$ cat config.mk
export PLATFORM = sky130hd
export DESIGN_NAME = reg_write_arbiter
export DESIGN_NICKNAME = d
export VERILOG_FILES = /design/src/rtl/reg_write_arbiter.sv
export SDC_FILE = /design/constraint.sdc
export NUM_CORES = 1
export LEC_CHECK = 0
export CAP_MARGIN = 30
export CORE_AREA = 2 2 93 95
export DETAILED_ROUTE_END_ITERATION = 8
export DIE_AREA = 0 0 95 97
export PLACE_DENSITY = 0.75
export SLEW_MARGIN = 20
export SYNTH_ARGS = -nofsm -noshare
export SYNTH_HDL_FRONTEND = slang
export SYNTH_SLANG_ARGS = --single-unit
$ cat constraint.sdc
create_clock -name RWA_Clk -period 1.75 [get_ports RWA_Clk]
set_input_delay 0.35 -clock RWA_Clk [delete_from_list [all_inputs] [get_ports RWA_Clk]]
set_output_delay 0.35 -clock RWA_Clk [all_outputs]
set_load 0.01 [all_outputs]
$ cat src/rtl/reg_write_arbiter.sv
// ----------------------------------------------------------------------------
// reg_write_arbiter
//
// Purpose:
//   Four-requester round-robin arbiter in front of a single downstream register
//   that captures on the falling clock edge. A winner is granted for one cycle,
//   and its data slice is latched at the end of that cycle. The following cycle
//   then issues a one-cycle Set to the register and a one-cycle Ack to the
//   winner. Every output comes straight from a flop.
//
// Optional feature:
//   RWA_LOCK_EN (macro). When it is defined, a requester that holds both Lock
//   and Req may keep ownership for up to RWA_LOCK_MAX back-to-back writes, one
//   write every 2 cycles. When it is undefined, the RWA_Lock_InBUS port and
//   the lock counter do not exist.
//
// Ports:
//   RWA_Clk            in   rising-edge clock
//   RWA_Reset          in   synchronous active-high reset
//   RWA_Req_InBUS      in   [3:0] write request, bit i = requester i
//   RWA_Data_InBUS     in   [4*W-1:0] requester i data in slice [i*W +: W]
//   RWA_Lock_InBUS     in   [3:0] lock request (RWA_LOCK_EN only)
//   RWA_Grant_OutBUS   out  [3:0] one-hot grant
//   RWA_Ack_OutBUS     out  [3:0] one-hot single-cycle write-done pulse
//   RWA_Set_Out        out  write strobe to the downstream register
//   RWA_Data_OutBUS    out  [W-1:0] write data to the downstream register
//   RWA_Busy_Out       out  high whenever the FSM is not IDLE
// ----------------------------------------------------------------------------
module reg_write_arbiter #(
    parameter int unsigned RWA_DATA_WIDTH = 32,
    parameter int unsigned RWA_LOCK_MAX   = 8
) (
    input  logic                        RWA_Clk,
    input  logic                        RWA_Reset,
    input  logic [3:0]                  RWA_Req_InBUS,
    input  logic [4*RWA_DATA_WIDTH-1:0] RWA_Data_InBUS,
`ifdef RWA_LOCK_EN
    input  logic [3:0]                  RWA_Lock_InBUS,
`endif
    output logic [3:0]                  RWA_Grant_OutBUS,
    output logic [3:0]                  RWA_Ack_OutBUS,
    output logic                        RWA_Set_Out,
    output logic [RWA_DATA_WIDTH-1:0]   RWA_Data_OutBUS,
    output logic                        RWA_Busy_Out
);

    localparam int unsigned NUM_REQ = 4;

    // A lock limit of zero has no meaning.
    if (RWA_LOCK_MAX == 0) begin : g_bad_lock_max
        $error("reg_write_arbiter: RWA_LOCK_MAX must be at least 1");
    end

    typedef enum logic [1:0] {
        ST_IDLE  = 2'd0,
        ST_GRANT = 2'd1,
        ST_WRITE = 2'd2
    } state_e;

    state_e                    state_q, state_d;
    logic [3:0]                grant_q, grant_d;
    logic [3:0]                ack_q,   ack_d;
    logic                      set_q,   set_d;
    logic [RWA_DATA_WIDTH-1:0] data_q,  data_d;
    logic                      busy_q,  busy_d;
    logic [1:0]                ptr_q,   ptr_d;
    logic [1:0]                win_q,   win_d;

    logic                      rr_valid_c;
    logic [1:0]                rr_win_c;
    logic                      win_req_c;
    logic                      lock_go_c;
    logic [RWA_DATA_WIDTH-1:0] slice_c [NUM_REQ];

    // Decoded one-hot vector for a requester index.
    function automatic logic [3:0] onehot(input logic [1:0] idx);
        return 4'b0001 << idx;
    endfunction

    // Split the flat data bus into per-requester slices.
    for (genvar gi = 0; gi < NUM_REQ; gi++) begin : g_slice
        assign slice_c[gi] = RWA_Data_InBUS[gi*RWA_DATA_WIDTH +: RWA_DATA_WIDTH];
    end

    assign win_req_c = RWA_Req_InBUS[win_q];

    // Round-robin search that starts at ptr+1 and wraps. The loop runs from the
    // farthest offset down to the nearest, so the nearest requesting bit is
    // the last assignment and wins. Offset 4 wraps to ptr itself, which gives
    // it the lowest priority.
    always_comb begin
        rr_valid_c = 1'b0;
        rr_win_c   = ptr_q;
        for (int k = NUM_REQ; k >= 1; k--) begin
            if (RWA_Req_InBUS[ptr_q + 2'(k)]) begin
                rr_valid_c = 1'b1;
                rr_win_c   = ptr_q + 2'(k);
            end
        end
    end

`ifdef RWA_LOCK_EN
    localparam int unsigned LOCK_CNT_W = (RWA_LOCK_MAX > 1) ? $clog2(RWA_LOCK_MAX) : 1;

    logic [LOCK_CNT_W-1:0] lock_cnt_q, lock_cnt_d;

    // Keep ownership while the winner holds Lock and Req and budget remains.
    assign lock_go_c = RWA_Lock_InBUS[win_q] && win_req_c &&
                       (32'(lock_cnt_q) < (RWA_LOCK_MAX - 1));

    // Counts the locked writes made under the current ownership.
    always_comb begin
        lock_cnt_d = lock_cnt_q;
        if (state_q == ST_WRITE) begin
            lock_cnt_d = lock_go_c ? lock_cnt_q + LOCK_CNT_W'(1) : '0;
        end else if (state_q == ST_GRANT && !win_req_c) begin
            lock_cnt_d = '0;
        end
    end

    always_ff @(posedge RWA_Clk) begin
        if (RWA_Reset) begin
            lock_cnt_q <= '0;
        end else begin
            lock_cnt_q <= lock_cnt_d;
        end
    end
`else
    assign lock_go_c = 1'b0;
`endif

    // State and output registers.
    always_ff @(posedge RWA_Clk) begin
        if (RWA_Reset) begin
            state_q <= ST_IDLE;
            grant_q <= '0;
            ack_q   <= '0;
            set_q   <= 1'b0;
            data_q  <= '0;
            busy_q  <= 1'b0;
            ptr_q   <= 2'd3;
            win_q   <= 2'd0;
        end else begin
            state_q <= state_d;
            grant_q <= grant_d;
            ack_q   <= ack_d;
            set_q   <= set_d;
            data_q  <= data_d;
            busy_q  <= busy_d;
            ptr_q   <= ptr_d;
            win_q   <= win_d;
        end
    end

    // Next-state logic.
    always_comb begin
        state_d = state_q;
        unique case (state_q)
            ST_IDLE:  state_d = rr_valid_c ? ST_GRANT : ST_IDLE;
            ST_GRANT: state_d = win_req_c ? ST_WRITE : ST_IDLE;
            ST_WRITE: state_d = lock_go_c ? ST_GRANT : ST_IDLE;
            default:  state_d = ST_IDLE;
        endcase
    end

    // Next values of the output registers. Grant, Ack and Set are cleared by
    // default, so each one stays high for only the single cycle that follows
    // the edge that sets it.
    always_comb begin
        grant_d = '0;
        ack_d   = '0;
        set_d   = 1'b0;
        data_d  = data_q;
        ptr_d   = ptr_q;
        win_d   = win_q;
        busy_d  = (state_d != ST_IDLE);
        unique case (state_q)
            ST_IDLE: begin
                if (rr_valid_c) begin
                    win_d   = rr_win_c;
                    grant_d = onehot(rr_win_c);
                end
            end
            ST_GRANT: begin
                // If the request drops here, the grant is abandoned and the
                // pointer keeps its value.
                if (win_req_c) begin
                    data_d = slice_c[win_q];
                    set_d  = 1'b1;
                    ack_d  = onehot(win_q);
                end
            end
            ST_WRITE: begin
                ptr_d = win_q;
                if (lock_go_c) begin
                    grant_d = onehot(win_q);
                end
            end
            default: ;
        endcase
    end

    assign RWA_Grant_OutBUS = grant_q;
    assign RWA_Ack_OutBUS   = ack_q;
    assign RWA_Set_Out      = set_q;
    assign RWA_Data_OutBUS  = data_q;
    assign RWA_Busy_Out     = busy_q;

endmodule
==> results.yml <==
synthesis:
  synthArstFlopShare_pct: 0
  syn_nets: 344
  ys_seq_area_share_pct: 37.85
  synth.avg_cell_area_um2: 12.09
  synth_flop_cell: "dfxtp_1"
  syn_inst: 210
  ys_ff_latch: 48
  synth.distinct_cells: 29
  synth_area_um2: 2539
  synth_edf_count: 0
  ys_warn_count: 0
setup_path:
  crit_chain: "or3b_4 -> o22ai_4 -> buf_4 -> buf_12 -> mux2i_1 -> nor2_1"
  critPathRequiredTime_ns: 1.94
  path_max_fanout: 11
  slowest_stage: "or3b_4"
  start_kind: "flop"
  ff2ff_path_depth: 6
  cp_slowest_stage_delay_ns: 0.41
  worst-path-buf-inv: 2
  critPathKind: "flop to flop"
  reg2reg_slack_ns: 0.10
  r2r_start: "state_q[0]$_SDFF_PP0_"
  cp-end-kind: "flop"
  worst_ep_arrival_time_ns: 1.84
  critical_path.top_delay_family: "simple AND/OR/NAND/NOR gates"
  reg2reg_to: "RWA_Data_OutBUS[30]$_SDFFE_PP0N_"
timing:
  worstMarginPinSlew_ns: 0.4760
  finalSetupViolCount: 0
  finalSetupTns_ns: 0
  relSlewSlack_pct: 68.27
  slew_violations: 0
  fin_crit_sh_pct: 94.17
  finalWorstPathRequiredPeriod_ns: 1.648
  hold-worst-slack_ns: 0.4947
  fmax_mhz: 606.8
  setup_ws_ns: 0.1021
  finalClockSkew_ns: 0.004648
  hold_viol: 0
grt:
  antenna_found_initial: 1
  grt_usage_pct: 16.65
  grt_pass1_vias: 2500
  overflow: 0
  grt_pass1_wl_mm: 12.07
  grt_max_degree: 45
place:
  place_congestion: 0.7542
  place_hpwl_mm: 6.098
  dp_slack_ns: -0.09922
  placedCellCount: 487
  portBuffers: 175
finish:
  regArea_um2: 964.7
  fin_nets: 528
  drive_gt1_share_pct: 16.20
  finalNonFillerCells: 500
  multiInputGateArea_um2: 1461
  antenna_cells: 0
  area_growth_pct: 82.90
  fill_cells: 741
drt:
  wl_per_cell_um: 15.85
  via_per_inst: 4.846
  drt_iter0_drc: 64
  route.detailed.drc: 0
  antenna_left: 0
  dr_total_vias: 2423
  wirelength_mm: 7.923
  drt-pass1-iter-count: 4
min_path:
  worstHoldPathCells: 2
  hold-path-endpoint: "RWA_Data_OutBUS[5]$_SDFFE_PP0N_"
  hp-class: "flop to flop"
  min_from: "RWA_Data_OutBUS[5]$_SDFFE_PP0N_"
floorplanning:
  core_um2: 8134
  io_pins: 176
  fp.dieH_um: 97
  die-area_um2: 9215
  fp-row-count: 33
  dieWidth_um: 95
  start_util_pct: 31.21
power:
  p_total_mw: 3.267
  power_density_nw_per_um2: 703.7
  leakage_nw: 1.662
  peakVddDrop_uv: 411.1
cts:
  clock_sinks: 48
  ctsHtreeMaxLevel: 2
  clockBufferDepth: 2
  clk_latency_ns: 0.29
  clockRootBuffer: "clkbuf_8"
  cts_tree: "yes"
  clkSlewWorstSetupHoldPaths_ns: 0.09
  numCtsBuffers: 5
  hold_buffers: 0
run:
  maxCapViolCount: 0
run_status:
  status: "complete, no violations"
synthesized netlist by cell type, types with 2 or more instances:
| library cell | count | area share, % |
|---|---|---|
| o21ai_0 | 3 | 0.59 |
| a31oi_1 | 2 | 0.49 |
| and3_1 | 2 | 0.49 |
| nand2_1 | 4 | 0.59 |
| a21oi_1 | 3 | 0.59 |
| nor3_1 | 3 | 0.59 |
| buf_2 | 3 | 0.59 |
| clkbuf_1 | 7 | 1.0 |
| nor4_1 | 2 | 0.49 |
| mux4_2 | 32 | 28 |
| inv_1 | 2 | 0.30 |
| or2_2 | 2 | 0.49 |
| a211oi_1 | 3 | 0.89 |
| buf_8 | 3 | 1.8 |
| dfxtp_1 | 48 | 38 |
| mux2i_1 | 35 | 14 |
| nand2b_1 | 5 | 1.2 |
| nor2_1 | 40 | 5.9 |
layer usage:
metal / vias up / global-route usage [%] / wire length [µm]
met5: - / 0 / 0
li1: 1155 / - / -
met4: 0 / 2.899 / 31
met2: 118 / 30.11 / 3890
met1: 1145 / 17.59 / 2899
met3: 5 / 7.710 / 1101
sequential cells by signal, summed over array words and instances, names as in the netlist:
name,flops
ptr_q,2
win_q,2
RWA_Set_Out,1
RWA_Data_OutBUS,32
RWA_Busy_Out,1
state_q,2
RWA_Ack_OutBUS,4
RWA_Grant_OutBUS,4
timing repair:
item                       4_1_cts  5_1_grt
setup endpoints to repair        0        7
setup buffers                    0        3
resized for setup                0        1
cell usage in the layout, fill, tap and decap left out, types with 4 or more instances in the layout:
master,instances
nor2_1,40
nand2b_1,5
dfxtp_1,45
nand2_1,4
mux4_2,32
clkdlybuf4s50_1,175
buf_4,11
buf_12,5
clkbuf_8,5
mux2i_1,35
stage by stage:
| stage | instance area, µm² | util, % |
|---|---|---|
| after CTS | 4583 | 56.35 |
| after detailed placement | 4476 | 55.02 |
| after global placement | 4476 | 55.02 |
| after global routing | 4643 | 57.08 |
| final | 4643 | 57.08 |
| after floorplan | 2539 | - |
layout make-up:
| class | instances | area share (%) |
|---|---|---|
| clock inverters | 2 | 0.7545 |
| multi-input cells | 144 | 31.47 |
| well taps | 105 | 2.829 |
| clock buffers | 6 | 1.563 |
| flip-flops and latches | 48 | 20.78 |
| inverters | 2 | 0.1617 |
| repair buffers | 193 | 42.44 |
worst max path at each step:
stage                          start                                to  slack [ns]  depth (start not counted)
2_1_floorplan  win_q[0]$_SDFFE_PP0P_  RWA_Data_OutBUS[10]$_SDFFE_PP0N_        0.06                          5
4_1_cts        state_q[0]$_SDFF_PP0_  RWA_Data_OutBUS[30]$_SDFFE_PP0N_        0.08                          5
6_report       state_q[0]$_SDFF_PP0_  RWA_Data_OutBUS[30]$_SDFFE_PP0N_        0.10                          6
3_5_place_dp        RWA_Req_InBUS[1]  RWA_Data_OutBUS[30]$_SDFFE_PP0N_        -0.1                          6
3_3_place_gp        RWA_Req_InBUS[1]  RWA_Data_OutBUS[30]$_SDFFE_PP0N_       -0.07                          6
5_1_grt        state_q[0]$_SDFF_PP0_  RWA_Data_OutBUS[16]$_SDFFE_PP0N_       -0.02                          6
worst reg2reg max path: cells and delay by family (launching register included):
family / cells / cell delay, ns
and+or+nand+nor: 2 / 0.46
muxes: 1 / 0.22
DFF: 1 / 0.37
AOI/OAI and AO/OA: 1 / 0.21
buffers and inverters: 2 / 0.29
report_power, final:
group / internal, mW / switching [mW] / leakage [nW] / total (mW)
Clock: 0.424 / 0.352 / 0.0552 / 0.777
Sequential: 1.19 / 0.0546 / 0.392 / 1.24
Combinational: 0.815 / 0.435 / 1.22 / 1.25
logic make-up (layout without fill, tap and decap cells):
kind of cell / count (synthesis) / after routing / synth area share, %
AO/OA/AOI/OAI: 15 / 15 / 4.337
buffers and inverters: 18 / 203 / 4.583
flip-flops: 48 / 48 / 37.85
multiplexers: 67 / 67 / 42.19
AND/OR/NAND/NOR: 62 / 62 / 11.04
Note: power is estimated with default switching activity, not from simulation.
